## src/rtl/spi_rom_reader.sv

```systemverilog
// Serial-ROM READ sequencer: drives an SPI register port (cmd/status/tx/rx) and streams
// the payload bytes out on a ready/valid interface; push and pop interleave to bound rx occupancy.
module spi_rom_reader #(
  parameter logic [1:0] FREQ_SEL     = 2'd0,
  parameter logic [7:0] READ_CMD     = 8'h03,
  parameter int         LEN_W        = 8,
  parameter int         MAX_INFLIGHT = 8
) (
  input  logic             clk,
  input  logic             rst_n,
  input  logic             start,
  input  logic [23:0]      addr,
  input  logic [LEN_W-1:0] len,
  output logic             busy,
  output logic             done,
  output logic [7:0]       out_data,
  output logic             out_valid,
  input  logic             out_ready,
  output logic [8:0]       bus2ip_data,
  output logic [1:0]       bus2ip_addr,
  output logic             bus2ip_wr,
  output logic             bus2ip_rd,
  input  logic [7:0]       ip2bus_data,
  input  logic             ip2bus_rdack,
  input  logic             ip2bus_wrack
);

  localparam int CW = LEN_W + 1;
  localparam logic [CW-1:0] MAX_INF = CW'(MAX_INFLIGHT);

  typedef enum logic [2:0] {
    S_IDLE, S_CFG, S_POLL, S_PUSH, S_POP, S_OUT, S_DONE
  } state_e;

  state_e          state_q, state_d, after_st;
  logic            rel_q, rel_d;
  logic [23:0]     addr_q, addr_d;
  logic [CW-1:0]   total_q, total_d;
  logic [CW-1:0]   tx_cnt_q, tx_cnt_d;
  logic [CW-1:0]   rx_cnt_q, rx_cnt_d;
  logic            rx_empty_q, rx_empty_d;
  logic            tx_full_q, tx_full_d;
  logic [7:0]      byte_q, byte_d;

  logic            wr_st, rd_st, ack, req_ack, rel_exit;
  logic [7:0]      tx_byte;

  assign wr_st    = (state_q == S_CFG) || (state_q == S_PUSH);
  assign rd_st    = (state_q == S_POLL) || (state_q == S_POP);
  assign ack      = wr_st ? ip2bus_wrack : ip2bus_rdack;
  assign req_ack  = (wr_st || rd_st) && !rel_q && ack;
  // A new access may only begin once the previous ack has been seen low.
  assign rel_exit = (wr_st || rd_st) && rel_q && !ack;

  always_ff @(posedge clk or negedge rst_n) begin
    if (!rst_n) begin
      state_q <= S_IDLE;
      rel_q   <= 1'b0;
    end else begin
      state_q <= state_d;
      rel_q   <= rel_d;
    end
  end

  always_comb begin
    after_st = S_POLL;
    if (state_q == S_POP && rx_cnt_q > CW'(4)) begin
      after_st = S_OUT;
    end else if (state_q == S_POLL) begin
      if (!rx_empty_q && rx_cnt_q < total_q)
        after_st = S_POP;
      else if (!tx_full_q && tx_cnt_q < total_q && (tx_cnt_q - rx_cnt_q) < MAX_INF)
        after_st = S_PUSH;
      else if (rx_cnt_q == total_q)
        after_st = S_DONE;
    end
  end

  always_comb begin
    state_d = state_q;
    rel_d   = rel_q;
    case (state_q)
      S_IDLE: if (start) state_d = (len == '0) ? S_DONE : S_CFG;
      S_CFG, S_POLL, S_PUSH, S_POP: begin
        if (req_ack) begin
          rel_d = 1'b1;
        end else if (rel_exit) begin
          rel_d   = 1'b0;
          state_d = after_st;
        end
      end
      S_OUT:  if (out_ready) state_d = S_POLL;
      S_DONE: state_d = S_IDLE;
      default: state_d = S_IDLE;
    endcase
  end

  always_ff @(posedge clk or negedge rst_n) begin
    if (!rst_n) begin
      addr_q     <= '0;
      total_q    <= '0;
      tx_cnt_q   <= '0;
      rx_cnt_q   <= '0;
      rx_empty_q <= 1'b1;
      tx_full_q  <= 1'b0;
      byte_q     <= '0;
    end else begin
      addr_q     <= addr_d;
      total_q    <= total_d;
      tx_cnt_q   <= tx_cnt_d;
      rx_cnt_q   <= rx_cnt_d;
      rx_empty_q <= rx_empty_d;
      tx_full_q  <= tx_full_d;
      byte_q     <= byte_d;
    end
  end

  always_comb begin
    addr_d     = addr_q;
    total_d    = total_q;
    tx_cnt_d   = tx_cnt_q;
    rx_cnt_d   = rx_cnt_q;
    rx_empty_d = rx_empty_q;
    tx_full_d  = tx_full_q;
    byte_d     = byte_q;
    if (state_q == S_IDLE && start) begin
      addr_d   = addr;
      total_d  = {1'b0, len} + CW'(4);
      tx_cnt_d = '0;
      rx_cnt_d = '0;
    end
    if (req_ack) begin
      case (state_q)
        S_POLL: begin
          rx_empty_d = ip2bus_data[0];
          tx_full_d  = ip2bus_data[3];
        end
        S_PUSH: tx_cnt_d = tx_cnt_q + CW'(1);
        S_POP: begin
          rx_cnt_d = rx_cnt_q + CW'(1);
          byte_d   = ip2bus_data;
        end
        default: ;
      endcase
    end
  end

  always_comb begin
    tx_byte = 8'h00;
    if (tx_cnt_q == CW'(0))      tx_byte = READ_CMD;
    else if (tx_cnt_q == CW'(1)) tx_byte = addr_q[23:16];
    else if (tx_cnt_q == CW'(2)) tx_byte = addr_q[15:8];
    else if (tx_cnt_q == CW'(3)) tx_byte = addr_q[7:0];
  end

  always_comb begin
    busy        = (state_q != S_IDLE);
    done        = (state_q == S_DONE);
    out_valid   = (state_q == S_OUT);
    out_data    = byte_q;
    bus2ip_wr   = wr_st && !rel_q;
    bus2ip_rd   = rd_st && !rel_q;
    bus2ip_addr = 2'd0;
    bus2ip_data = 9'd0;
    if (!rel_q) begin
      case (state_q)
        S_CFG:  bus2ip_data = {7'd0, FREQ_SEL};
        S_POLL: bus2ip_addr = 2'd1;
        S_PUSH: begin
          bus2ip_addr = 2'd2;
          // bit 8 releases chip-select after the final byte of the frame
          bus2ip_data = {(tx_cnt_q == total_q - CW'(1)), tx_byte};
        end
        S_POP:  bus2ip_addr = 2'd3;
        default: ;
      endcase
    end
  end

endmodule

```

## config.mk

```make
export PLATFORM = sky130hd
export DESIGN_NAME = spi_rom_reader
export DESIGN_NICKNAME = d
export VERILOG_FILES = /design/src/rtl/spi_rom_reader.sv
export SDC_FILE = /design/constraint.sdc
export NUM_CORES = 1
export LEC_CHECK = 0
export CAP_MARGIN = 25
export CORE_MARGIN = 2
export CORE_UTILIZATION = 40
export CTS_BUF_LIST = sky130_fd_sc_hd__clkbuf_2
export DETAILED_ROUTE_END_ITERATION = 6
export PLACE_DENSITY = 0.69
export SETUP_SLACK_MARGIN = 0.1
export SYNTH_ARGS = -nofsm -noshare
export SYNTH_HDL_FRONTEND = slang
export SYNTH_SLANG_ARGS = --single-unit
export TNS_END_PERCENT = 5
```

## constraint.sdc

```tcl
create_clock -name clk -period 6.3 [get_ports clk]
set_input_delay 1.26 -clock clk [delete_from_list [all_inputs] [get_ports clk]]
set_output_delay 1.26 -clock clk [all_outputs]
set_load 0.02 [all_outputs]
```

Yosys cells after proc, flatten, opt, wreduce, memory -nomap -nowiden --
Cells that the tools add are included.
Storage, ports and cells: bits in registers 65, bits of input ports 46, output and inout port bits 24, word-level logic and storage cells 89
Operators by class: add/subtract/negate cells 5, magnitude comparators 4, eq/ne operators 15, mux-type cells 28, reductions and logical operators 28
Operators by type and width (number):
- 9-bit 2-to-1 mux | 8
- 8-bit 2-to-1 mux | 4
- 3-bit 2-to-1 mux | 10
- 9-bit by 1-bit adder with 9-bit output (second input constant) | 2
- 9-bit by 2-bit equality test with 1-bit output (second input constant) | 2
- 9-bit equality test | 2
- 9-bit less-than comparator | 2
- 1-bit logical AND | 11
- 8-bit by 3-bit adder with 9-bit output (second input constant) | 1
- 3-bit equality test (second input constant) | 3
- 9-bit by 1-bit equality test with 1-bit output (second input constant) | 1
- 9-bit by 3-bit > comparator with 1-bit output (second input constant) | 1
- 9-bit logical NOT | 1
- 9-bit by 4-bit less-than comparator with 1-bit output (second input constant) | 1
- 3-bit one-hot mux with 3 select lines | 1
- 9-bit by 1-bit subtractor with 9-bit output (second input constant) | 1
- 9-bit subtractor | 1
- 8-bit logical NOT | 1
- 3-bit by 2-bit equality test with 1-bit output (second input constant) | 2
- 2-bit inequality test (second input constant) | 3
- 2-bit one-hot mux with 3 select lines | 1
- 2-bit AND reduction | 3
- 1-bit logical NOT | 4
- 4-bit AND reduction | 1
- other kinds (9) | 13

Depth between registers and ports, before layout --
Gate-level depths: netlist of run 1.
word-level depth 10, gate-level depth with buffers 9, depth with buffers taken out 8

Worst setup path before layout of run 1 --
Ideal clock, no wire load.
path kind register to output, start register state_q[2], end output port bus2ip_data[8], arrival 2.251 ns, required time 5.040 ns, slack 2.789 ns, cell stages (with the launch flop) 6, buffers on the path 1, cell sequence dfrtp_1 > buf_6 > nor3b_1 > and2_1 > nand4_1 > nor4b_1
On the way: longest elaborated chain between the ends 3
RTL lines:
- from (decl) | line 35 | state_e state_q, state_d, after_st;
- from (signal assigned) | line 60 | state_q <= state_d;
- 3-bit by 2-bit equality test with 1-bit output | line 166 | case (state_q)
- 9-bit 2-to-1 mux | line 166
- 9-bit 2-to-1 mux | line 165 | if (!rel_q) begin
- to (decl) | line 19 | output logic [8:0] bus2ip_data,
No other way between the ends.

Final worst setup path of run 1 --
start register state_q[0], end output port bus2ip_data[4]
Same word-level chain as after synthesis.

==> metrics.md, run 1 <==
| Metric | Value |
|---|---|
| Row cnt | 38 |
| CTS root buf | clkbuf_2 |
| Async S/R FF share, synth | 100% |
| Clock transition at path regs | 180 ps |
| Outcome | complete, no violations |
| Reg-to-reg startpoint | state_q[2]$_DFFE_PN0P_ |
| Slew margin rel. | 45.6% |
| HPWL after detailed placement | 7930 µm |
| CP cell instances | nor3b_1 > and2_1 > nand2_1 > nor4_2 > nand2b_1 > nor2_1 > clkdlybuf4s50_1 |
| Fin crit share | 70.6% |
| Gr ovfl total | 0 |
| Largest net degree at the start of global routing | 66 |
| Critical Path AT | 3190 ps |
| Critical Path Source Type | flip-flop |
| WL per Instance | 14.8 µm |
| Least-Margin Pin Slew | 810 ps |
| Routed Antenna Nets | 0 |
| Worst min-delay path endpoint | addr_q[7]$_DFFE_PN0P_ |
| Non-filler cells, final | 713 |
| Maxcap violations | 0 |
| Vias per cell | 5.40 |
| RSZ-0062 raised after global routing | no |
| Post-CTS Resized | 0 |
| Synth area leader | dfrtp_1 |
| Leak pwr | 2.33 nW |
| Full die area | 0.0117 mm² |
| Routed WL | 10500 µm |
| Placed cells | 697 |
| CTS hold repair buffers | 0 |
| Register area share after synthesis | 37.5% |
| Die height | 108 µm |
| Final hold viol count | 0 |
| Synth unique cells | 63 |
| Mapped Nets | 590 |
| Buffers and inverters on the worst path | 1 |
| Slowest-stage cell, CP | dfrtp_1 |
| Hold path startpoint | addr_q[7]$_DFFE_PN0P_ |
| Top-area cell type share of the netlist area | 36.9% |
| Worst R2R End | rx_cnt_q[7]$_DFF_PN0_ |
| Final core utilization | 48.8% |
| Synth top area cells | dfrtp_1 37%, ha_1 9.8%, nand2_1 9.6%, xnor2_1 3.2%, nor2_1 3.0% |
| Total negative slack | 0 ps |
| Number of port buffers | 69 |
| Synth Flop Type | dfrtp_1 |
| Die Wd | 108 µm |
| Fraction of layout cells with a size suffix above 1 | 7.34% |
| Clock sink count | 65 |
| Worst clock skew | 16.4 ps |
| DRC | 0 |
| Worst R2R Path Depth | 6 |
| Fmax | 225 MHz |
| Reg-to-reg slack, setup | 3620 ps |
| Total power divided by cell area | 363 mW/mm² |
| Flops & latches, synth | 65 |
| Worst-path maximum fanout | 15 |
| Post-CTS Setup Inserts | 0 |
| Area Overhead vs Synth | 20.3% |
| Final setup margin | 1850 ps |
| DR vias | 3850 |
| Data required, critical path | 5040 ps |
| WHS Path Cells | 2 |
| Final hold slack | 496 ps |
| Fin nets | 648 |
| Most common cell in the netlist | nand2_1 |
| Crit-path leading delay family | simple AND/OR/NAND/NOR gates |
| Starting density of the core | 40.6% |
| Overall Global Routing Usage | 19.2% |
| Fin. max-slew vios | 0 |
| H-Tree Depth | 3 |
| Initial antenna violation count | 1 |
| Netlist Area Pre-Place | 0.00434 mm² |
| Worst-Skew Late Latency | 510 ps |
| Crit-path max cell delay | 740 ps |
| CP Class | flip-flop to output port |
| Boundary Pins | 70 |
| Vias in the first global route | 3647 |
| Pre-CTS setup slack | 2460 ps |
| CTS Buf Count | 9 |
| Final min period | 4450 ps |
| Global-route wire length before repair | 17500 µm |
| Placer congestion estimate | 0.828 |
| Syn Area/Cell | 8.51 µm² |
| Final setup fails | 0 |
| Synth top cells by count | 111 x nand2_1, 64 x dfrtp_1, 35 x nor2_1 |
| Starting DRT DRC Count | 215 |
| Clock buffer depth | 2 |
| Yosys warning total | 0 |
| CP Capture Type | output port |
| Peak supply drop | 0.000147 V |
| Drt pass-1 iters | 4 |
| CTS tree | yes |
| Worst hold path class | flip-flop to flip-flop |
| Number of enable flip-flop cells after synthesis | 0 |
| Post-synthesis cell count | 510 |
| Core Region | 0.0107 mm² |
-- metrics by stage --
step                total power [mW]  instance area, µm²
floorplan                       1.39                4340
global placement                1.63                5120
detailed placement              1.66                5120
CTS                             1.90                5220
global route                    2.06                5220
finish                          1.90                5220
-- where the power goes --
group / internal [mW] / total [mW] / switching (mW) / leakage [nW]
Sequential: 0.555 / 0.721 / 0.165 / 0.843
Clock: 0.0910 / 0.240 / 0.149 / 0.0716
Combinational: 0.421 / 0.935 / 0.514 / 1.42
Total: 1.07 / 1.90 / 0.828 / 2.33
-- worst max-delay path by stage --
stage / from / endpoint / slack (ps) / cells after the start
final: state_q[0]$_DFFE_PN0P_ / bus2ip_data[4] / 1850 / 7
after floorplan: state_q[2]$_DFFE_PN0P_ / bus2ip_data[8] / 2790 / 5
after global routing: state_q[0]$_DFFE_PN0P_ / bus2ip_data[3] / 1610 / 7
after detailed placement: state_q[0]$_DFFE_PN0P_ / bus2ip_data[4] / 2460 / 7
after global placement: state_q[0]$_DFFE_PN0P_ / bus2ip_data[2] / 2550 / 7
after CTS: state_q[0]$_DFFE_PN0P_ / bus2ip_data[4] / 1850 / 7
-- final cells by class --
class | count | area, µm²
fill | 999 | 5480
multi-input combinational | 393 | 2500
sequential | 65 | 1630
timing repair buffer | 72 | 708
tap | 140 | 175
inverter | 27 | 101
clock buffer | 11 | 55.1
clock inverter | 4 | 45.0
antenna | 1 | 2.50
-- cell families after synthesis --
family                   after synthesis  synth area share (%)
AO/OA/AOI/OAI                         99                  15.2
flip-flops                            65                  37.5
multiplexers                          16                  4.01
buffers and inverters                 52                  4.84
adder cells (fa/ha/maj)               34                  9.80
AND/OR/NAND/NOR                      222                  24.2
XOR/XNOR                              22                  4.44
-- flip-flops by register name, indices dropped and copies added, names as in the netlist --
register,count
addr_q,24
total_q,9
rel_q,1
tx_full_q,1
state_q,3
tx_cnt_q,9
rx_cnt_q,9
rx_empty_q,1
out_data,8
-- layout by cell type (no fill, tap or decap), types with 11 or more instances in the layout --
| cell type | instances |
|---|---|
| nand2_1 | 111 |
| clkdlybuf4s50_1 | 68 |
| dfrtp_1 | 64 |
| nor2_1 | 34 |
| ha_1 | 34 |
| inv_1 | 26 |
| a21oi_1 | 24 |
| o21ai_0 | 22 |
| xnor2_1 | 16 |
| nand3_1 | 14 |
| mux2_2 | 11 |
| clkbuf_2 | 11 |
-- worst register-to-register path: stages, from the launching register on --
cell     delay (ps)
dfrtp_1         810
nand2_2         160
nor4_4          650
and4_1          340
or4b_1          470
nand3_1         100
o21ai_1          60
-- routing by layer --
layer  track usage, %  up-vias  routed length (µm)
met5                0        -                   0
met4             5.95        0                 146
met3             4.04       12                 361
met2             31.9       61                5170
met1             25.0     1870                4870
li1                 -     1907                   -
No activity file was read; power rests on OpenSTA's default activity.
==> run 2: changes to the inputs <==
--- a/config.mk
+++ b/config.mk
@@ -10,7 +10,7 @@
 export CORE_UTILIZATION = 40
 export CTS_BUF_LIST = sky130_fd_sc_hd__clkbuf_2
 export DETAILED_ROUTE_END_ITERATION = 6
-export PLACE_DENSITY = 0.69
+export PLACE_DENSITY = 0.71
 export SETUP_SLACK_MARGIN = 0.1
 export SYNTH_ARGS = -nofsm -noshare
 export SYNTH_HDL_FRONTEND = slang
==> constraint.sdc (replaced) <==
create_clock -name clk -period 4 [get_ports clk]
set_input_delay 0.8 -clock clk [delete_from_list [all_inputs] [get_ports clk]]
set_output_delay 0.8 -clock clk [all_outputs]
set_load 0.02 [all_outputs]
==> metrics.md, run 2 (same netlist as run 1, synthesis figures left out) <==
| Metric | Value |
|---|---|
| Outcome | complete, no violations |
| Die Wd | 108 µm (unchanged) |
| Final Cell Area | 0.00532 mm² (+1.8%) |
| Pre-CTS setup slack | 603 ps (-1860 ps) |
| Final setup fails | 0 (unchanged) |
| Slowest-stage cell, CP | clkdlybuf4s50_1 |
| Fin crit share | 95.7% |
| Data required, critical path | 3200 ps (-1840 ps) |
| Row cnt | 38 (unchanged) |
| Maxcap violations | 0 (unchanged) |
| DRC | 0 (unchanged) |
| Worst-path maximum fanout | 10 (-5) |
| Vias per cell | 5.35 (-0.84%) |
| Worst-Skew Late Latency | 550 ps (+40 ps) |
| Worst hold path class | primary input to async pin |
| Placed Area | 0.00513 mm² (+0.29%) |
| CTS hold repair buffers | 0 (unchanged) |
| Gr ovfl total | 0 (unchanged) |
| RSZ-0062 raised after global routing | yes |
| Clk pwr share | 14.5% (+1.8 points) |
| Routed Antenna Nets | 0 (unchanged) |
| Number of port buffers | 69 (unchanged) |
| CP Launch Point | rel_q$_DFFE_PN0P_ |
| Clock sink count | 65 (unchanged) |
| Reg-to-reg startpoint | total_q[2]$_DFFE_PN0P_ |
| CTS tree | yes |
| Starting density of the core | 40.6% (unchanged) |
| HPWL after detailed placement | 8060 µm (+1.6%) |
| Crit-path max cell delay | 630 ps (-110 ps) |
| Sequential fraction of design power | 35.3% (-2.7 points) |
| Boundary Pins | 70 (unchanged) |
| Initial antenna violation count | 1 (unchanged) |
| Total negative slack | 0 ps (unchanged) |
| Full die area | 0.0117 mm² (unchanged) |
| Total power divided by cell area | 584 mW/mm² (+61%) |
| Largest net degree at the start of global routing | 43 (-35%) |
| Placed cells | 699 (+0.29%) |
| Area Overhead vs Synth | 22.5% |
| CP Capture Type | output port |
| Gate power share | 50.2% (+0.9 points) |
| Worst R2R Path Depth | 8 (+2) |
| Starting DRT DRC Count | 250 (+16%) |
| Critical Path AT | 3030 ps (-160 ps) |
| Routed WL | 10700 µm (+1.1%) |
| Global-route wire length before repair | 17400 µm (-0.23%) |
| Worst R2R End | state_q[2]$_DFFE_PN0P_ |
| Reg-to-reg slack, setup | 1590 ps (-2030 ps) |
| Core Region | 0.0107 mm² (unchanged) |
| CTS Buf Count | 9 (unchanged) |
| Critical Path Source Type | flip-flop |
| Slew margin rel. | 59.8% (+14 points) |
| Biggest register | addr_q |
| Fin. max-slew vios | 0 (unchanged) |
| Non-filler cells, final | 720 (+0.98%) |
| Final hold viol count | 0 (unchanged) |
| Crit-path leading delay family | simple AND/OR/NAND/NOR gates |
| Leak pwr | 2.37 nW (+1.7%) |
| Fin nets | 654 (+0.93%) |
| Switching Share | 42.9% (-0.78 points) |
| Final min period | 3830 ps |
| WL per Instance | 14.8 µm (about the same) |
| Int Pwr | 1.77 mW (+66%) |
| Fill count | 1016 (+1.7%) |
| Most common cell after layout, fill and taps aside | nand2_1 |
| Peak supply drop | 0.000208 V (+41%) |
| Clock transition at path regs | 210 ps (+30 ps) |
| Worst clock skew | 35.9 ps (+19.5 ps) |
| Vias in the first global route | 3646 (-0.027%) |
| CP Class | flip-flop to output port |
| Overall Global Routing Usage | 19.2% (about the same) |
| CP cell instances | nor3b_1 > and2_1 > nand2_1 > nor4_2 > nand2b_1 > nor2_1 > clkdlybuf4s50_1 |
| Fmax | 261 MHz |
| Buffers and inverters on the worst path | 1 (unchanged) |
| Least-Margin Pin Slew | 602 ps (-207 ps) |
| Switching Power | 1.33 mW (+61%) |
| Power Total | 3.10 mW (+64%) |
| Drt pass-1 iters | 5 (+1) |
| Max FFs per register | 24 (unchanged) |
| Clock buffer depth | 2 (unchanged) |
| Stages on worst setup path | 7 (unchanged) |
| Final setup margin | 174 ps (-1680 ps) |
| Placer congestion estimate | 0.850 (+2.6%) |
| Fraction of layout cells with a size suffix above 1 | 8.46% (+1.1 points) |
| Die height | 108 µm (unchanged) |
| DR vias | 3855 (+0.13%) |
| CTS root buf | clkbuf_2 |
| H-Tree Depth | 3 (unchanged) |
| Most frequent cells in the layout | 111 x nand2_1, 68 x clkdlybuf4s50_1, 63 x dfrtp_1, 34 x nor2_1, 34 x ha_1 |
[run 2: cell count changes in the layout (fill, tap and decap cells not counted), sizes merged]
cell	previous run	this run
clkinv	3	4
clkbuf	11	9
bufinv	1	2
buf	4	10
clkinvlp	0	1
[run 2: cell type report]
type	instances	area (µm²)	area share [%]
Sequential cell	65	1630	30.6
Inverter	27	101	1.91
Multi-Input combinational cell	393	2510	47.2
Tap cell	140	175	3.30
Antenna cell	1	2.50	0.0471
Clock inverter	7	85.1	1.60
Clock buffer	9	45.0	0.847
Timing Repair Buffer	78	766	14.4
[run 2: worst max path at each step]
stage / slack, ps / end
after global routing: 80 / bus2ip_data[1]
final: 170 / bus2ip_data[5]
after CTS: 110 / bus2ip_data[5]
after global placement: 690 / bus2ip_data[3]
after detailed placement: 600 / bus2ip_data[5]
after floorplan: 950 / bus2ip_data[8]
[run 2: power groups by stage]
stage,clock network (mW),logic (mW),registers [mW]
floorplan,0,1.14,1.04
global placement,0,1.47,1.11
detailed placement,0,1.51,1.12
CTS,0.458,1.52,1.10
global route,0.482,1.73,1.13
finish,0.451,1.56,1.10
[run 2: timing repair]
action / CTS / global route
setup buffers: 0 / 3
gates resized for setup: 1 / 1
endpoints found under the setup margin: 6 / 8
hold endpoints to repair: 0 / 0
[run 2: metal layers]
metal  routed length, µm  vias up  track usage, %
met2                5210       74            30.9
li1                    -     1906               -
met4                 175        0            7.51
met1                4870     1860            26.3
met5                   0        -               0
met3                 406       15            2.35
[run 2: per-stage QoR]
| stage | utilization (%) | hold slack (ps) |
|---|---|---|
| floorplan | - | 446 |
| global placement | 48.0 | 460 |
| detailed placement | 48.0 | 465 |
| CTS | 49.2 | 388 |
| global route | 49.7 | 4.82 |
| finish | 49.7 | 39.1 |
